File: src/rtl/stack_arbiter.sv
// Round-robin arbiter that lets two requesters share one LIFO stack.
// Illegal ops (push on FULL, pop on EMPTY) are refused so the stack never flags ERROR.
module stack_arbiter #(
    parameter int WL = 4
) (
    input  logic          CLK,
    input  logic          RST,
    input  logic          req0,
    input  logic          op0,
    input  logic [WL-1:0] wdata0,
    input  logic          req1,
    input  logic          op1,
    input  logic [WL-1:0] wdata1,
    output logic          gnt0,
    output logic          gnt1,
    output logic          reject0,
    output logic          reject1,
    output logic          rvalid0,
    output logic          rvalid1,
    output logic [WL-1:0] rdata,
    output logic          busy,
    output logic          s_wReq,
    output logic          s_rReq,
    output logic [WL-1:0] s_din,
    input  logic [WL-1:0] s_dout,
    input  logic          s_FULL,
    input  logic          s_EMPTY
);

    typedef enum logic [1:0] {
        IDLE    = 2'd0,
        ISSUE   = 2'd1,
        CAPTURE = 2'd2
    } state_t;

    state_t        state_q, state_d;
    logic          prio_q, prio_d;
    logic          owner_q, owner_d;
    logic          op_q, op_d;
    logic [WL-1:0] data_q, data_d;
    logic [WL-1:0] rdata_q, rdata_d;
    logic          rvalid0_q, rvalid0_d;
    logic          rvalid1_q, rvalid1_d;

    logic winner_s;
    logic win_op_s;
    logic legal_s;
    logic arb_s;

    // Requests are only considered in IDLE and never while reset is asserted.
    assign winner_s = (req0 && req1) ? prio_q : req1;
    assign win_op_s = winner_s ? op1 : op0;
    assign legal_s  = win_op_s ? ~s_FULL : ~s_EMPTY;
    assign arb_s    = (state_q == IDLE) && !RST && (req0 || req1);

    assign gnt0    = arb_s &  legal_s & ~winner_s;
    assign gnt1    = arb_s &  legal_s &  winner_s;
    assign reject0 = arb_s & ~legal_s & ~winner_s;
    assign reject1 = arb_s & ~legal_s &  winner_s;

    assign s_wReq  = (state_q == ISSUE) &&  op_q;
    assign s_rReq  = (state_q == ISSUE) && !op_q;
    assign s_din   = data_q;
    assign busy    = (state_q != IDLE);
    assign rdata   = rdata_q;
    assign rvalid0 = rvalid0_q;
    assign rvalid1 = rvalid1_q;

    // Next-state logic: arbitration in IDLE, one-cycle strobe in ISSUE, pop capture.
    always_comb begin
        state_d   = state_q;
        prio_d    = prio_q;
        owner_d   = owner_q;
        op_d      = op_q;
        data_d    = data_q;
        rdata_d   = rdata_q;
        rvalid0_d = 1'b0;
        rvalid1_d = 1'b0;
        case (state_q)
            IDLE: begin
                if (arb_s) begin
                    prio_d = ~winner_s;
                    if (legal_s) begin
                        owner_d = winner_s;
                        op_d    = win_op_s;
                        data_d  = winner_s ? wdata1 : wdata0;
                        state_d = ISSUE;
                    end else begin
                        state_d = IDLE;
                    end
                end else begin
                    state_d = IDLE;
                end
            end
            ISSUE: begin
                state_d = op_q ? IDLE : CAPTURE;
            end
            CAPTURE: begin
                rdata_d   = s_dout;
                rvalid0_d = ~owner_q;
                rvalid1_d =  owner_q;
                state_d   = IDLE;
            end
            default: begin
                state_d = IDLE;
            end
        endcase
    end

    // State and datapath registers with synchronous reset.
    always_ff @(posedge CLK) begin
        if (RST) begin
            state_q   <= IDLE;
            prio_q    <= 1'b0;
            owner_q   <= 1'b0;
            op_q      <= 1'b0;
            data_q    <= {WL{1'b0}};
            rdata_q   <= {WL{1'b0}};
            rvalid0_q <= 1'b0;
            rvalid1_q <= 1'b0;
        end else begin
            state_q   <= state_d;
            prio_q    <= prio_d;
            owner_q   <= owner_d;
            op_q      <= op_d;
            data_q    <= data_d;
            rdata_q   <= rdata_d;
            rvalid0_q <= rvalid0_d;
            rvalid1_q <= rvalid1_d;
        end
    end

endmodule

File: config.mk
export PLATFORM = sky130hd
export DESIGN_NAME = stack_arbiter
export DESIGN_NICKNAME = d
export VERILOG_FILES = /design/src/rtl/stack_arbiter.sv
export SDC_FILE = /design/constraint.sdc
export NUM_CORES = 1
export LEC_CHECK = 0
export CELL_PAD_IN_SITES_DETAIL_PLACEMENT = 1
export CELL_PAD_IN_SITES_GLOBAL_PLACEMENT = 2
export CORE_MARGIN = 3
export CORE_UTILIZATION = 20
export CTS_BUF_LIST = sky130_fd_sc_hd__clkbuf_16
export DETAILED_ROUTE_END_ITERATION = 6
export PLACE_DENSITY = 0.8
export RECOVER_POWER = 100
export SETUP_SLACK_MARGIN = 0.15
export SLEW_MARGIN = 20
export SYNTH_ARGS = -nofsm -noshare
export SYNTH_HDL_FRONTEND = slang
export SYNTH_SLANG_ARGS = --single-unit
File: constraint.sdc
create_clock -name CLK -period 2.3 [get_ports CLK]
set_clock_uncertainty 0.15 [all_clocks]
set_input_delay 0.46 -clock CLK [delete_from_list [all_inputs] [get_ports CLK]]
set_output_delay 0.46 -clock CLK [all_outputs]
set_load 0.005 [all_outputs]
-- Word level (Yosys, flattened, before mapping)
Cells that the tools add are included.
- register bits after elaboration: 15
- latch bits: 0
- memory bits (writable): 0
- memory bits (read-only): 0
- bits of input ports: 20
- output and inout bits: 17
- word-level logic and storage cells: 43
- memories: 0
- add/sub/neg operators: 0
- $mul: 0
- div/mod/pow operators: 0
- $lt $le $gt $ge: 0
- equality and inequality tests: 2
- shift operators: 0
- muxes and demuxes: 8
- bitwise gates (word level): 12
- reduce and logical (&&, ||, !) cells: 13
- operator list (cell ; count):
    $and 1x1->1 ; 6
    $not 1->1 ; 6
    $logic_and 1x1->1 ; 5
    $mux 1 ; 4
    $mux 2 ; 2
    $mux 4 ; 1
    $pmux 2 s2 ; 1
    $reduce_and 3->1 ; 1
    $eq 2x1->1 const B ; 1
    $eq 2x2->1 const B ; 1
    $logic_not 1->1 ; 2
    $logic_not 2->1 ; 1
    $reduce_and 2->1 ; 1
    $reduce_bool 2->1 ; 1
    $reduce_or 2->1 ; 1
    $logic_or 1x1->1 ; 1

-- Longest topological paths before layout
- word-level depth: 7
- mapped depth: 6
- mapped depth without buffers: 4

-- Least setup slack after synthesis
OpenSTA, ideal clock, no wires.
- path type: in2out
- start: in RST
- end: out gnt0
- data arrival time: 1.519 ns
- data required time: 1.690 ns
- path slack: 0.171 ns
- cell stages on the path: 5
- buffers on the path: 2
- path through: or3_1 > buf_2 > a211o_1 > and3b_1 > buf_4
- word-level cells in the longest chain between the ends: 5
- RTL lines (element ; RTL line ; RTL):
    start: declaration ; 7 ; input logic RST,
    $logic_not 1->1 ; 54 ; assign arb_s = (state_q == IDLE) && !RST && (req0 || req1);
    $logic_and 1x1->1 (2 in a row) ; 54 ;
    $and 1x1->1 (2 in a row) ; 56 ; assign gnt0 = arb_s & legal_s & ~winner_s;
    end: declaration ; 14 ; output logic gnt0,
No other way between the ends.

-- Final worst setup path
Ends and elaborated chain as after synthesis.

==> results.py <==
metrics = {
    "placement": {
        "dpl_cell_area_um2": 1190,
        "dpl.cell_count": 164,
        "post-dp-hpwl_mm": 1.75,
        "dp_slack_ns": -0.678,
        "place_congestion": 0.697,
        "port_buffers": 36,
    },
    "sta": {
        "finalHoldViolCount": 0,
        "fin_setup_tns_ns": 0,
        "fin_ws_ns": 0.0997,
        "slew_headroom": 0.734,
        "setup_viol": 0,
        "tightest_slew_ns": 0.397,
        "fin_crit_ns": 2.20,
        "period_share": 0.957,
        "rsz0062_at_grt": "true",
        "fin_hold_ws_ns": 0.320,
        "drv_slew": 0,
        "fmax_mhz": 454,
    },
    "worst_setup_path": {
        "cp_slowest_cell": "or3_4",
        "critical_path_class": "primary input to output port",
        "max_stage_delay_ns": 0.41,
        "reg2regPathDepth": 5,
        "cp_num_buf_inv": 2,
        "arrival_ns": 1.59,
        "crit_chain": "buf_6 -> or3_4 -> a211o_1 -> and3b_1 -> buf_2",
        "crit_required_ns": 1.69,
        "cp-start-kind": "primary input",
        "worstSetupStartpoint": "RST",
        "crit_cells": 5,
        "reg2reg_to": "s_din[3]$_SDFFE_PP0P_",
        "critPathMaxFanout": 3,
        "r2r_slack_ns": 0.47,
        "cp-endpoint": "gnt0",
        "r2r_start": "state_q[0]$_SDFF_PP0_",
        "critPathTopFamily": "simple AND/OR/NAND/NOR gates",
        "end_kind": "output port",
    },
    "die": {
        "die_h_um": 63.9,
        "io_pins": 37,
        "core_area_um2": 3130,
        "die-area_um2": 4080,
        "initial_core_util": 0.214,
        "num_rows": 20,
        "die_x_um": 63.9,
    },
    "yosys": {
        "synth_fp_nets": 91,
        "ys_warn_count": 0,
        "netlist_instances": 71,
        "synth_xor_area_frac": 0,
        "synth_area_leader_cell": "dfxtp_1",
        "ys_seq_elements": 15,
        "synth.area.mux_share": 0.0933,
        "synth-simple-area-share": 0.252,
        "ys.flop_type": "dfxtp_1",
        "synth_edf_count": 0,
        "postSynth.asyncResetShare": 0,
        "netlist_top_cells_count": "dfxtp_1 (15), nor2_1 (6)",
        "synth_top_family_by_area": "simple AND/OR/NAND/NOR gates",
        "yosysUniqueCellTypes": 29,
        "synthMostInstantiatedCell": "dfxtp_1",
        "synth_top_area_share": 0.448,
        "avgSynthCellArea_um2": 9.45,
        "synth_compound_gate_area_share": 0.155,
        "synth.area.top_cells": "dfxtp_1 (45%), a221o_1 (6.0%), mux2i_1 (6.0%)",
        "syn-cell-area_um2": 671,
        "ys_seq_area_frac": 0.448,
        "synthAdderAreaFrac": 0,
    },
    "routing": {
        "wl_met2_mm": 1.37,
        "top_layer": "met4",
        "viasPerCell": 4.44,
        "first_iter_violations": 11,
        "route.met3.wl_um": 78,
        "wl_met1_um": 975,
        "drt_first_pass_iters": 2,
        "drt-total-wl_mm": 2.46,
        "dr_total_vias": 759,
        "drc": 0,
        "wire_per_inst_um": 14.4,
        "ant_nets": 0,
    },
    "layout": {
        "post-route-util": 0.421,
        "antenna_cells": 0,
        "synthToLayoutAreaGrowth_pct": 96.5,
        "drive_above_1_share": 0.299,
        "fin_area_um2": 1320,
        "nFillCells": 366,
        "finalNonFillerCells": 171,
        "nets": 148,
    },
    "clocking": {
        "numCtsBuffers": 3,
        "clock_sinks": 15,
        "cts_tree": "yes",
        "clock_latency_ns": 0.25,
        "h-tree-depth": 1,
        "cts-root-buf": "clkbuf_16",
        "clk_pin_slew_ns": 0.05,
        "clock_path_buffers": 2,
    },
    "global_route": {
        "grt_overflow": 0,
        "grt_antenna_before_repair": 0,
        "grt_max_degree": 12,
        "grt_use_total": 0.130,
        "grt_pass1_wl_mm": 4.06,
        "first_global_vias": 859,
    },
    "power": {
        "powerDensity_nw_per_um2": 624,
        "leakage_nw": 0.629,
        "ir_drop_v": 0.000245,
        "power.total_mw": 0.823,
    },
    "worst_hold_path": {
        "hp-class": "flip-flop to flip-flop",
    },
    "job": {
        "cap_violations": 0,
    },
    "status": {
        "outcome": "finished, final reports clean",
    },
}
## cell type report
type	instances	area, um^2	share of cell area
clock buffers	3	75.1	0.0570
clock inverters	1	5.00	0.00380
inverters	4	15.0	0.0114
multi-input cells	48	390	0.296
flip-flops and latches	15	300	0.228
well taps	44	55.1	0.0418
repair buffers	56	477	0.362
## worst register-to-register path: stages, from the launching register on
cell	delay (ns)
dfxtp_1	0.31
or3_4	0.40
clkbuf_1	0.14
nor2_1	0.20
a31oi_1	0.20
a221o_1	0.33
## where the power goes
part | internal, mW | switching, mW
clock | 0.233 | 0.112
combinational | 0.113 | 0.0742
sequential | 0.279 | 0.0121
total | 0.625 | 0.198
## worst min-delay path by stage
stage | from | endpoint | slack (ns) | depth (start not counted)
floorplan | owner_q$_SDFFE_PP0P_ | rvalid0$_SDFF_PP0_ | 0.25 | 1
detailed placement | owner_q$_SDFFE_PP0P_ | rvalid0$_SDFF_PP0_ | 0.27 | 1
CTS | owner_q$_SDFFE_PP0P_ | rvalid0$_SDFF_PP0_ | 0.30 | 1
global route | owner_q$_SDFFE_PP0P_ | rvalid0$_SDFF_PP0_ | 0.33 | 1
global placement | owner_q$_SDFFE_PP0P_ | rvalid0$_SDFF_PP0_ | 0.26 | 1
finish | owner_q$_SDFFE_PP0P_ | rvalid0$_SDFF_PP0_ | 0.32 | 1
## cell usage in the layout (no fill, tap or decap), types with 2 or more instances in the layout
cell type / Yosys / layout
and2_1: 4 / 4
and3b_1: 2 / 2
buf_4: 1 / 16
clkdlybuf4s50_1: 0 / 12
inv_1: 4 / 4
dfxtp_1: 15 / 15
dlygate4sd3_1: 0 / 13
buf_2: 1 / 2
nor2_1: 6 / 6
clkbuf_2: 0 / 4
nor3_1: 3 / 3
a21oi_1: 2 / 2
mux2_4: 0 / 2
dlygate4sd2_1: 0 / 3
mux2i_1: 4 / 4
a221o_1: 4 / 4
nand2b_1: 3 / 3
clkbuf_16: 0 / 3
clkbuf_1: 2 / 3
## what timing repair did
action,CTS,global route
setup buffers,2,1
pin swaps,4,3
gates resized for setup,39,8
setup endpoints to repair,9,4
hold buffers,0,0
## state kept, by name, summed over array words and instances (netlist names)
register,cells
rvalid1,1
rdata,4
rvalid0,1
op_q,1
state_q,2
s_din,4
owner_q,1
prio_q,1
## metal layers
layer | global-route usage | vias up
met2 | 0.237 | 21
li1 | - | 367
met1 | 0.142 | 368
met3 | 0.0176 | 3
met5 | 0 | -
met4 | 0.0728 | 0
## logic make-up (layout without fill, tap and decap cells)
group | count (synthesis) | in the layout
mux | 6 | 6
simple gates | 28 | 28
flops | 15 | 15
buf+inv | 8 | 64
compound gates | 14 | 14
No activity file was read; power rests on OpenSTA's default activity.
